[src/rtl/picomips_core.sv]
// picomips_core: parametrised accumulator processor with run-time writable
// program RAM, branches, HALT, saturating arithmetic and a sticky overflow flag.
//
// Each instruction walks FETCH -> DECODE -> EXEC -> WB (4 cycles). HEI may
// linger in EXEC. STOP is the program-load state; HALTED waits for run=0.
//
// Ports:
//   Clock, nReset          clock, asynchronous active-low reset
//   run                    1 = execute, 0 = stop / program mode
//   sw_data, sw_flag       switch operand (LSW) and handshake switch (HEI)
//   prog_we/addr/data      program RAM write port, honoured only in STOP
//   acc_out, pc_out        accumulator and program counter (registered)
//   busy, halted, ovf      status: executing, halted, sticky saturation
module picomips_core #(
  parameter int DATA_W     = 8,
  parameter int NREGS      = 4,
  parameter int PROG_DEPTH = 32,
  parameter int FRAC_W     = 2,
  localparam int AW        = $clog2(PROG_DEPTH)
) (
  input  logic              Clock,
  input  logic              nReset,
  input  logic              run,
  input  logic [DATA_W-1:0] sw_data,
  input  logic              sw_flag,
  input  logic              prog_we,
  input  logic [AW-1:0]     prog_addr,
  input  logic [15:0]       prog_data,
  output logic [DATA_W-1:0] acc_out,
  output logic [AW-1:0]     pc_out,
  output logic              busy,
  output logic              halted,
  output logic              ovf
);
  localparam int RW = $clog2(NREGS);
  // Wide enough for the full product plus one guard bit.
  localparam int WW = 2*DATA_W + 1;
  localparam logic signed [WW-1:0] MAXV = WW'((1 << (DATA_W-1)) - 1);
  localparam logic signed [WW-1:0] MINV = ~MAXV;

  localparam logic [3:0] OP_LSW = 4'd1, OP_LDI = 4'd2, OP_ADD = 4'd3,
                         OP_ADDI = 4'd4, OP_MULI = 4'd5, OP_ATR = 4'd6,
                         OP_RTA = 4'd7, OP_HEI = 4'd8, OP_BRA = 4'd9,
                         OP_BNZ = 4'd10, OP_BNEG = 4'd11, OP_HALT = 4'd12;

  typedef enum logic [2:0] {S_STOP, S_FETCH, S_DECODE, S_EXEC, S_WB, S_HALTED} state_t;

  state_t            state_q, state_d;
  logic [AW-1:0]     pc_q, pc_d;
  logic [DATA_W-1:0] acc_q, acc_d, rop_q, rop_d, res_q, res_d;
  logic              ovf_q, ovf_d, sat_q, sat_d, take_q, take_d;
  logic [15:0]       ir_q, ir_d;
  logic [DATA_W-1:0] regs_q [NREGS];
  logic [DATA_W-1:0] regs_d [NREGS];

  logic [15:0]       mem [PROG_DEPTH];
  logic [15:0]       rd_q;

  logic [3:0]        op;
  logic              busy_int;
  logic signed [DATA_W-1:0] imm;
  logic signed [WW-1:0]     a_w, i_w, r_w, s_w, full;
  logic [DATA_W-1:0] exec_res;
  logic              exec_sat, exec_take;

  // Operand bits beyond the fields this configuration decodes.
  logic unused_ir;
  assign unused_ir = ^ir_q;

  assign op       = ir_q[15:12];
  assign busy_int = (state_q == S_FETCH) || (state_q == S_DECODE) ||
                    (state_q == S_EXEC)  || (state_q == S_WB);

  // Program RAM: writes only while stopped, synchronous read in FETCH.
  always_ff @(posedge Clock) begin
    if (prog_we && state_q == S_STOP) mem[prog_addr] <= prog_data;
    if (state_q == S_FETCH) rd_q <= mem[pc_q];
  end

  // Execute datapath: everything evaluated at full precision, then clamped.
  always_comb begin
    imm = DATA_W'(signed'(ir_q[7:0]));
    a_w = WW'(signed'(acc_q));
    i_w = WW'(imm);
    r_w = WW'(signed'(rop_q));
    s_w = WW'(signed'(sw_data));
    case (op)
      OP_LSW:  full = s_w;
      OP_LDI:  full = i_w;
      OP_ADD:  full = a_w + r_w;
      OP_ADDI: full = a_w + i_w;
      OP_MULI: full = (a_w * i_w) >>> FRAC_W;  // arithmetic shift = floor
      OP_RTA:  full = r_w;
      default: full = a_w;
    endcase
    exec_sat = 1'b0;
    if (full > MAXV) begin
      exec_res = MAXV[DATA_W-1:0];
      exec_sat = 1'b1;
    end else if (full < MINV) begin
      exec_res = MINV[DATA_W-1:0];
      exec_sat = 1'b1;
    end else begin
      exec_res = full[DATA_W-1:0];
    end
    case (op)
      OP_BRA:  exec_take = 1'b1;
      OP_BNZ:  exec_take = (acc_q != '0);
      OP_BNEG: exec_take = acc_q[DATA_W-1];
      default: exec_take = 1'b0;
    endcase
  end

  always_comb begin
    state_d = state_q;
    pc_d    = pc_q;
    acc_d   = acc_q;
    ovf_d   = ovf_q;
    ir_d    = ir_q;
    rop_d   = rop_q;
    res_d   = res_q;
    sat_d   = sat_q;
    take_d  = take_q;
    regs_d  = regs_q;
    // Dropping run abandons the in-flight instruction with no writes.
    if (busy_int && !run) begin
      state_d = S_STOP;
    end else begin
      case (state_q)
        S_STOP: if (run) begin
          state_d = S_FETCH;
          pc_d    = '0;
          ovf_d   = 1'b0;
        end
        S_FETCH: state_d = S_DECODE;
        S_DECODE: begin
          ir_d    = rd_q;
          rop_d   = regs_q[rd_q[RW-1:0]];
          state_d = S_EXEC;
        end
        S_EXEC: begin
          res_d  = exec_res;
          sat_d  = exec_sat;
          take_d = exec_take;
          if (!(op == OP_HEI && sw_flag == ir_q[0])) state_d = S_WB;
        end
        S_WB: begin
          if (op inside {OP_LSW, OP_LDI, OP_ADD, OP_ADDI, OP_MULI, OP_RTA}) acc_d = res_q;
          if (sat_q) ovf_d = 1'b1;
          if (op == OP_ATR) regs_d[ir_q[RW-1:0]] = acc_q;
          if (op == OP_HALT) begin
            state_d = S_HALTED;
          end else begin
            state_d = S_FETCH;
            pc_d    = take_q ? ir_q[AW-1:0] : pc_q + 1'b1;
          end
        end
        S_HALTED: if (!run) state_d = S_STOP;
        default:  state_d = S_STOP;
      endcase
    end
  end

  always_ff @(posedge Clock or negedge nReset) begin
    if (!nReset) begin
      state_q <= S_STOP;
      pc_q    <= '0;
      acc_q   <= '0;
      ovf_q   <= 1'b0;
      ir_q    <= '0;
      rop_q   <= '0;
      res_q   <= '0;
      sat_q   <= 1'b0;
      take_q  <= 1'b0;
      for (int i = 0; i < NREGS; i++) regs_q[i] <= '0;
    end else begin
      state_q <= state_d;
      pc_q    <= pc_d;
      acc_q   <= acc_d;
      ovf_q   <= ovf_d;
      ir_q    <= ir_d;
      rop_q   <= rop_d;
      res_q   <= res_d;
      sat_q   <= sat_d;
      take_q  <= take_d;
      regs_q  <= regs_d;
    end
  end

  assign acc_out = acc_q;
  assign pc_out  = pc_q;
  assign busy    = busy_int;
  assign halted  = (state_q == S_HALTED);
  assign ovf     = ovf_q;
endmodule

[config.mk]
export PLATFORM = sky130hd
export DESIGN_NAME = picomips_core
export DESIGN_NICKNAME = d
export VERILOG_FILES = /design/src/rtl/picomips_core.sv
export SDC_FILE = /design/constraint.sdc
export NUM_CORES = 1
export LEC_CHECK = 0
export ABC_AREA = 0
export BUFFER_PORTS_ARGS = -buffer_cell sky130_fd_sc_hd__buf_4
export CAP_MARGIN = 20
export CORE_ASPECT_RATIO = 0.8
export CORE_MARGIN = 2
export CORE_UTILIZATION = 45
export DETAILED_ROUTE_END_ITERATION = 8
export GPL_TIMING_DRIVEN = 0
export SLEW_MARGIN = 20
export SYNTH_ARGS = -nofsm -noshare
export SYNTH_HDL_FRONTEND = slang
export SYNTH_SLANG_ARGS = --single-unit
[constraint.sdc]
create_clock -name Clock -period 14.89 [get_ports Clock]
set_input_delay 1.489 -clock Clock [delete_from_list [all_inputs] [get_ports Clock]]
set_output_delay 1.489 -clock Clock [all_outputs]
set_load 0.02 [all_outputs]
; ---- Word-level counts from Yosys, hierarchy flattened
; Memory sizes are Yosys's and may differ from the RTL's. A register that Yosys moved wholly into a read port is not among the register bits.
; Cells that the tools add are included.
[word_totals]
memories = 1
register_bits = 83
inputBits = 34
output_inout_bits = 16
mem_bits_rw = 512
elab_cells = 96
[op_classes]
n_mul = 1
mux = 27
bitwise = 3
n_eq_ne = 24
add_sub_neg = 3
n_reduce_logical = 19
n_lt_le_gt_ge = 5
[mem_list]
columns = memory, depth, word_bits, read_ports, rd_ports_with_merged_regs, wr, line
row1 = mem, 32, 16, 1, 1, 1, 56  ; logic [15:0] mem [PROG_DEPTH];
[ops]
columns = operator, n
row1 = $pmux 17 s6, 1
row2 = $mux 8, 5
row3 = $bwmux 32, 1
row4 = $eq 4x4->1 const B, 5
row5 = $add 8x8->9, 2
row6 = $pmux 3 s6, 1
row7 = $gt 17x8->1 const B, 1
row8 = $lt 17x8->1 const B, 1
row9 = $bmux 8 s2, 1
row10 = $demux 8 s2, 1
row11 = $eq 4x3->1 const B, 4
row12 = $mul 8x8->16, 1
row13 = $mux 3, 5
row14 = $mux 5, 3
row15 = $pmux 5 s2, 1
row16 = $reduce_and 3->1, 3
row17 = $eq 4x2->1 const B, 2
row18 = $reduce_and 4->1, 2
row19 = $reduce_bool 8->1, 1
row20 = $eq 3x2->1 const B, 2
row21 = $eq 3x3->1 const B, 2
row22 = $ge 3x3->1 const B, 2
row23 = $mux 1, 6
row24 = $ne 2x2->1 const B, 3
row25 = other kinds (18), 26

; ---- Longest topological paths before layout
[depth]
word_depth = 7
mapped_depth = 21
ltp_nobuf = 19

; ---- Worst setup path after synthesis
; No wires, ideal clock.
[synth_timing]
path_type = reg-to-reg
startpoint = register acc_q[7] (netlist: acc_out[7])
endpoint = register sat_q
setup_slack_ns = 9.710
required_ns = 14.766
synth_period_minus_slack_ns = 5.180
arrival_time_ns = 5.056
setup_time_ns = 0.124
stages_incl_launch_ff = 17
path_buffers = 1
cell_sequence = dfrtp_1 > clkbuf_1 > nand2_1 > fa_1 > fa_1 > fa_1 > inv_1 > fa_1 > ha_1 > a21o_1 > a2111oi_0 > a2bb2oi_1 > xnor2_1 > and4b_1 > o211ai_1 > o211a_4 > a211o_1
[synth_via]
elab_chain_cells = 5
word_cells_on_any_way = 8
classes_between = add/sub (2) / mul (1) / order compare (2) / mux (3)
[synth_rtl]
columns = item, line
row1 = "start, declared", 50  ; logic [DATA_W-1:0] acc_q, acc_d, rop_q, rop_d, res_q, res_d;
row2 = "start signal, assigned", 168  ; acc_q <= '0;
row3 = "start signal, assigned", 179  ; acc_q <= acc_d;
row4 = $mul 8x8->16 (tied with other cells), 92  ; OP_MULI: full = (a_w * i_w) >>> FRAC_W;
row5 = $pmux 17 s6 *, 87  ; case (op)
row6 = $lt 17x8->1, 100  ; end else if (full < MINV) begin
row7 = $mux 1, 100
row8 = $mux 1 *, 97  ; if (full > MAXV) begin
row9 = "end signal, assigned", 184  ; sat_q <= sat_d;
row10 = "end, declared", 51  ; logic ovf_q, ovf_d, sat_q, sat_d, take_q, take_d;
; Mark *: on every way between the ends. The rest lies on a longest branch, timed or not.
; A chain may end at the register's enable or synchronous reset.

; ---- Worst setup path in the final report
[layout_timing]
startpoint = register acc_q[7] (netlist: acc_out[7])
endpoint = register res_q[0]
[layout_via]
elab_chain_cells = 5
word_cells_on_any_way = 8
classes_between = add/sub (2) / mul (1) / order compare (2) / mux (3)
[layout_rtl]
columns = item, line
row1 = $mul 8x8->16 (tied with other cells), 92
row2 = $pmux 17 s6 *, 87
row3 = $lt 17x8->1, 100
row4 = $mux 8, 100
row5 = $mux 8 *, 97
row6 = "end signal, assigned", 183  ; res_q <= res_d;
row7 = "end, declared", 50
; Marked as above.

==> out/results.tsv <==
stage	metric	value	unit
synth	yosysWarnings	0	
synth	ys.flop_type	edfxtp_1	
min_path	min_path_type	reg -> reg	
floorplanning	fp.coreArea	48650	um2
sta	drv_slew	0	
clock_network	cts_tree	done	
synth	synth.cell_area	22330	um2
synth	synth_edf_count	396	
finish	area_growth_syn_to_layout	12.94	%
route	first_iter_violations	1310	
setup_path	start_kind	flop	
sta	hold_viol_final	0	
clock_network	cts.sinks	475	
route	drc	0	
setup_path	path_delay_family	adder cells	
clock_network	cts-root-buf	clkbuf_16	
finish	final_common_cell	edfxtp_1	
setup_path	cpMaxStageDelayCell	fa_1	
clock_network	holdBufCountCts	0	
setup_path	reg2reg_slack	8.21	ns
setup_path	r2r_end	res_q[0]$_DFFE_PN0P_	
setup_path	cp_data_required_time	15.34	ns
synth	synth_cell_types	86	
finish	diodes	0	
clock_network	cts_max_level	2	
sta	tns	0	ns
min_path	min_path_cells	2	
synth	syn_nets	1458	
setup_path	cp_common_cell	fa_1	
status	status	finished clean	
place	io_buffer_count	45	
route	wl	54.32	mm
finish	final_layout_size_suffix_gt1_share	26.08	%
synth	yosysTopAreaCell	edfxtp_1	
route	vias_per_cell	5.873	
setup_path	worst-setup-path-type	reg -> reg	
clock_network	numCtsBuffers	47	
finish	final.fill_count	4008	
sta	slew_headroom	33.09	%
finish	stdcell_area	25220	um2
sta	setup_viol	0	
sta	clock.fmax	0.1497	GHz
synth	synth.area.top_cells	edfxtp_1 53%, mux4_2 13%, dfrtp_1 8.9%	
pwr	power_density	144.9	nW/um2
floorplanning	rows	72	
finish	final_cell_mix	396 x edfxtp_1, 128 x mux4_2, 79 x inv_1, 79 x dfrtp_1, 67 x mux2_2	
sta	period_share	44.86	%
floorplanning	initial_utilization	45.91	%
floorplanning	die_y	203.3	um
setup_path	critPathBufInv	2	
setup_path	regToRegStartpoint	acc_out[7]$_DFFE_PN0P_	
global_route	gr-total-overflow	0	
setup_path	cp_data_arrival_time	7.13	ns
setup_path	cp-end-kind	flop	
sta	tightest_slew	1.004	ns
setup_path	reg2reg_depth	16	
synth	syn_area_per_cell	16.91	um2
synth	synth-async-reset-ratio	16.63	%
clock_network	path_clk_slew	0.06	ns
clock_network	cts_resized	0	
floorplanning	chipWidth	253.1	um
sta	rsz0062_at_grt	no	
route	drt-pass1-iter-count	5	
setup_path	crit_chain	clkbuf_1 > nand2_1 > fa_1 > fa_1 > fa_1 > inv_1 > fa_1 > ha_1 > a21o_1 > a2111oi_0 > a2bb2oi_1 > xnor2_1 > and4b_1 > o211ai_1 > o211a_4 > a221o_1	
route	postRouteAntennaNets	0	
global_route	grt_pass1_wl	82.01	mm
global_route	grt_usage	22.00	%
clock_network	clock_path_buffers	3	
pwr	cellLeakagePower	8.983	nW
setup_path	slowest_delay	0.78	ns
global_route	antenna_found_initial	0	
place	hpwl	37.99	mm
global_route	grt_pass1_vias	12500	
place	routabilityCongestion	0.8976	
synth	syn_inst	1321	
synth	yosysTopAreaCellShare	53.25	%
min_path	hold_start	rd_q[6]$_DFFE_PP_	
route	vias	12250	
floorplanning	io_pins	50	
synth	synth_seq_cells	475	
global_route	grt_max_degree	80	
sta	timing.hold.ws	0.4623	ns
pwr	worst_ir_drop_vdd	0.0001052	V
job	drv_cap	0	
finish	nets	1556	
min_path	min_to	ir_q[6]$_DFFE_PN0P_	
synth	seq_area_frac_synth	62.10	%
route	wl_per_cell	26.04	um
clock_network	cts_setup_buffers	0	
clock_network	clk_latency	0.58	ns
setup_path	crit_fanout	10	
place	placed_cell_area	23560	um2
sta	fin_worst_skew	0.02216	ns
floorplanning	dieArea	51440	um2
sta	fin_crit	6.680	ns
==> synth_stat cells (7+ instances only) <==
cell / instances
edfxtp_1: 396
mux4_2: 128
dfrtp_1: 79
inv_1: 79
mux2_2: 67
nor2_1: 66
nand2_1: 61
fa_1: 57
ha_1: 46
clkbuf_1: 42
and2_1: 32
o21ai_0: 28
a21oi_1: 25
nand3_1: 12
xor2_1: 12
a21o_1: 11
xnor2_1: 11
a221o_1: 10
a22oi_1: 9
buf_2: 9
nand2b_1: 8
buf_1: 7
nor3_1: 7
==> flip-flops by register name (all words and copies together), names as in the netlist <==
name,count
pc_out,5
mem,384
rop_q,8
ovf,1
regs_q,32
take_q,1
sat_q,1
acc_out,8
res_q,8
rd_q,12
state_q,3
ir_q,12
==> routing by layer <==
metal / routed length (um) / vias up / global-route usage (%)
met5: 0 / - / 0
met4: 845 / 0 / 4.607
met3: 4413 / 57 / 5.603
met2: 23890 / 381 / 32.11
met1: 25160 / 6488 / 33.51
li1: - / 5325 / -
==> worst max path at each step <==
stage	startpoint	endpoint	slack [ns]	cells after the start
after CTS	acc_out[7]$_DFFE_PN0P_	sat_q$_DFFE_PN0P_	8.35	16
after global routing	acc_out[7]$_DFFE_PN0P_	res_q[6]$_DFFE_PN0P_	7.91	19
after floorplan	acc_out[7]$_DFFE_PN0P_	sat_q$_DFFE_PN0P_	9.71	16
after detailed placement	acc_out[7]$_DFFE_PN0P_	res_q[3]$_DFFE_PN0P_	8.37	16
after global placement	acc_out[7]$_DFFE_PN0P_	sat_q$_DFFE_PN0P_	8.33	16
final	acc_out[7]$_DFFE_PN0P_	res_q[0]$_DFFE_PN0P_	8.21	16
==> area by class of cell <==
class                   instances  area (um2)  share of cell area [%]
plain buffers                  65       295.3                   1.171
clock inverters                29       401.6                   1.592
flip-flops and latches        475       13870                   54.99
multi-input cells             701        7948                   31.51
clock buffers                  58        1239                   4.911
well taps                     629       787.0                   3.120
inverters                      80       300.3                   1.191
repair buffers                 49       382.9                   1.518
==> where the power goes <==
group	switching [mW]	total, mW	internal, mW	leakage [nW]
Sequential	0.0539	1.54	1.48	4.64
Clock	0.497	1.26	0.765	0.798
Combinational	0.529	0.857	0.328	3.55
==> tightest hold or removal path: cells and delay by family (launching register included) <==
family	cells	cell delay [ns]
flops	1	0.33
simple gates	1	0.04
compound gates	1	0.06
==> metrics by stage <==
stage / power (mW) / util, % / setup WS [ns] / std cells
2_1_floorplan: 2.130 / - / 9.710 / 1321
6_report: 3.656 / 51.85 / 8.210 / 2086
4_1_cts: 3.674 / 51.81 / 8.351 / 2086
5_1_grt: 3.833 / 51.85 / 7.911 / 2086
3_3_place_gp: 2.405 / 48.22 / 8.334 / 1995
3_5_place_dp: 2.414 / 48.44 / 8.365 / 1999
==> cells by family after synthesis <==
kind of cell	Yosys count	share of synthesized area, %
mux	197	16.38
fa+ha+maj	103	7.687
xor+xnor	25	1.076
simple gates	229	5.160
flops	475	62.10
compound gates	147	4.942
buf+inv	145	2.661
Power figures use the tool's default switching activity.
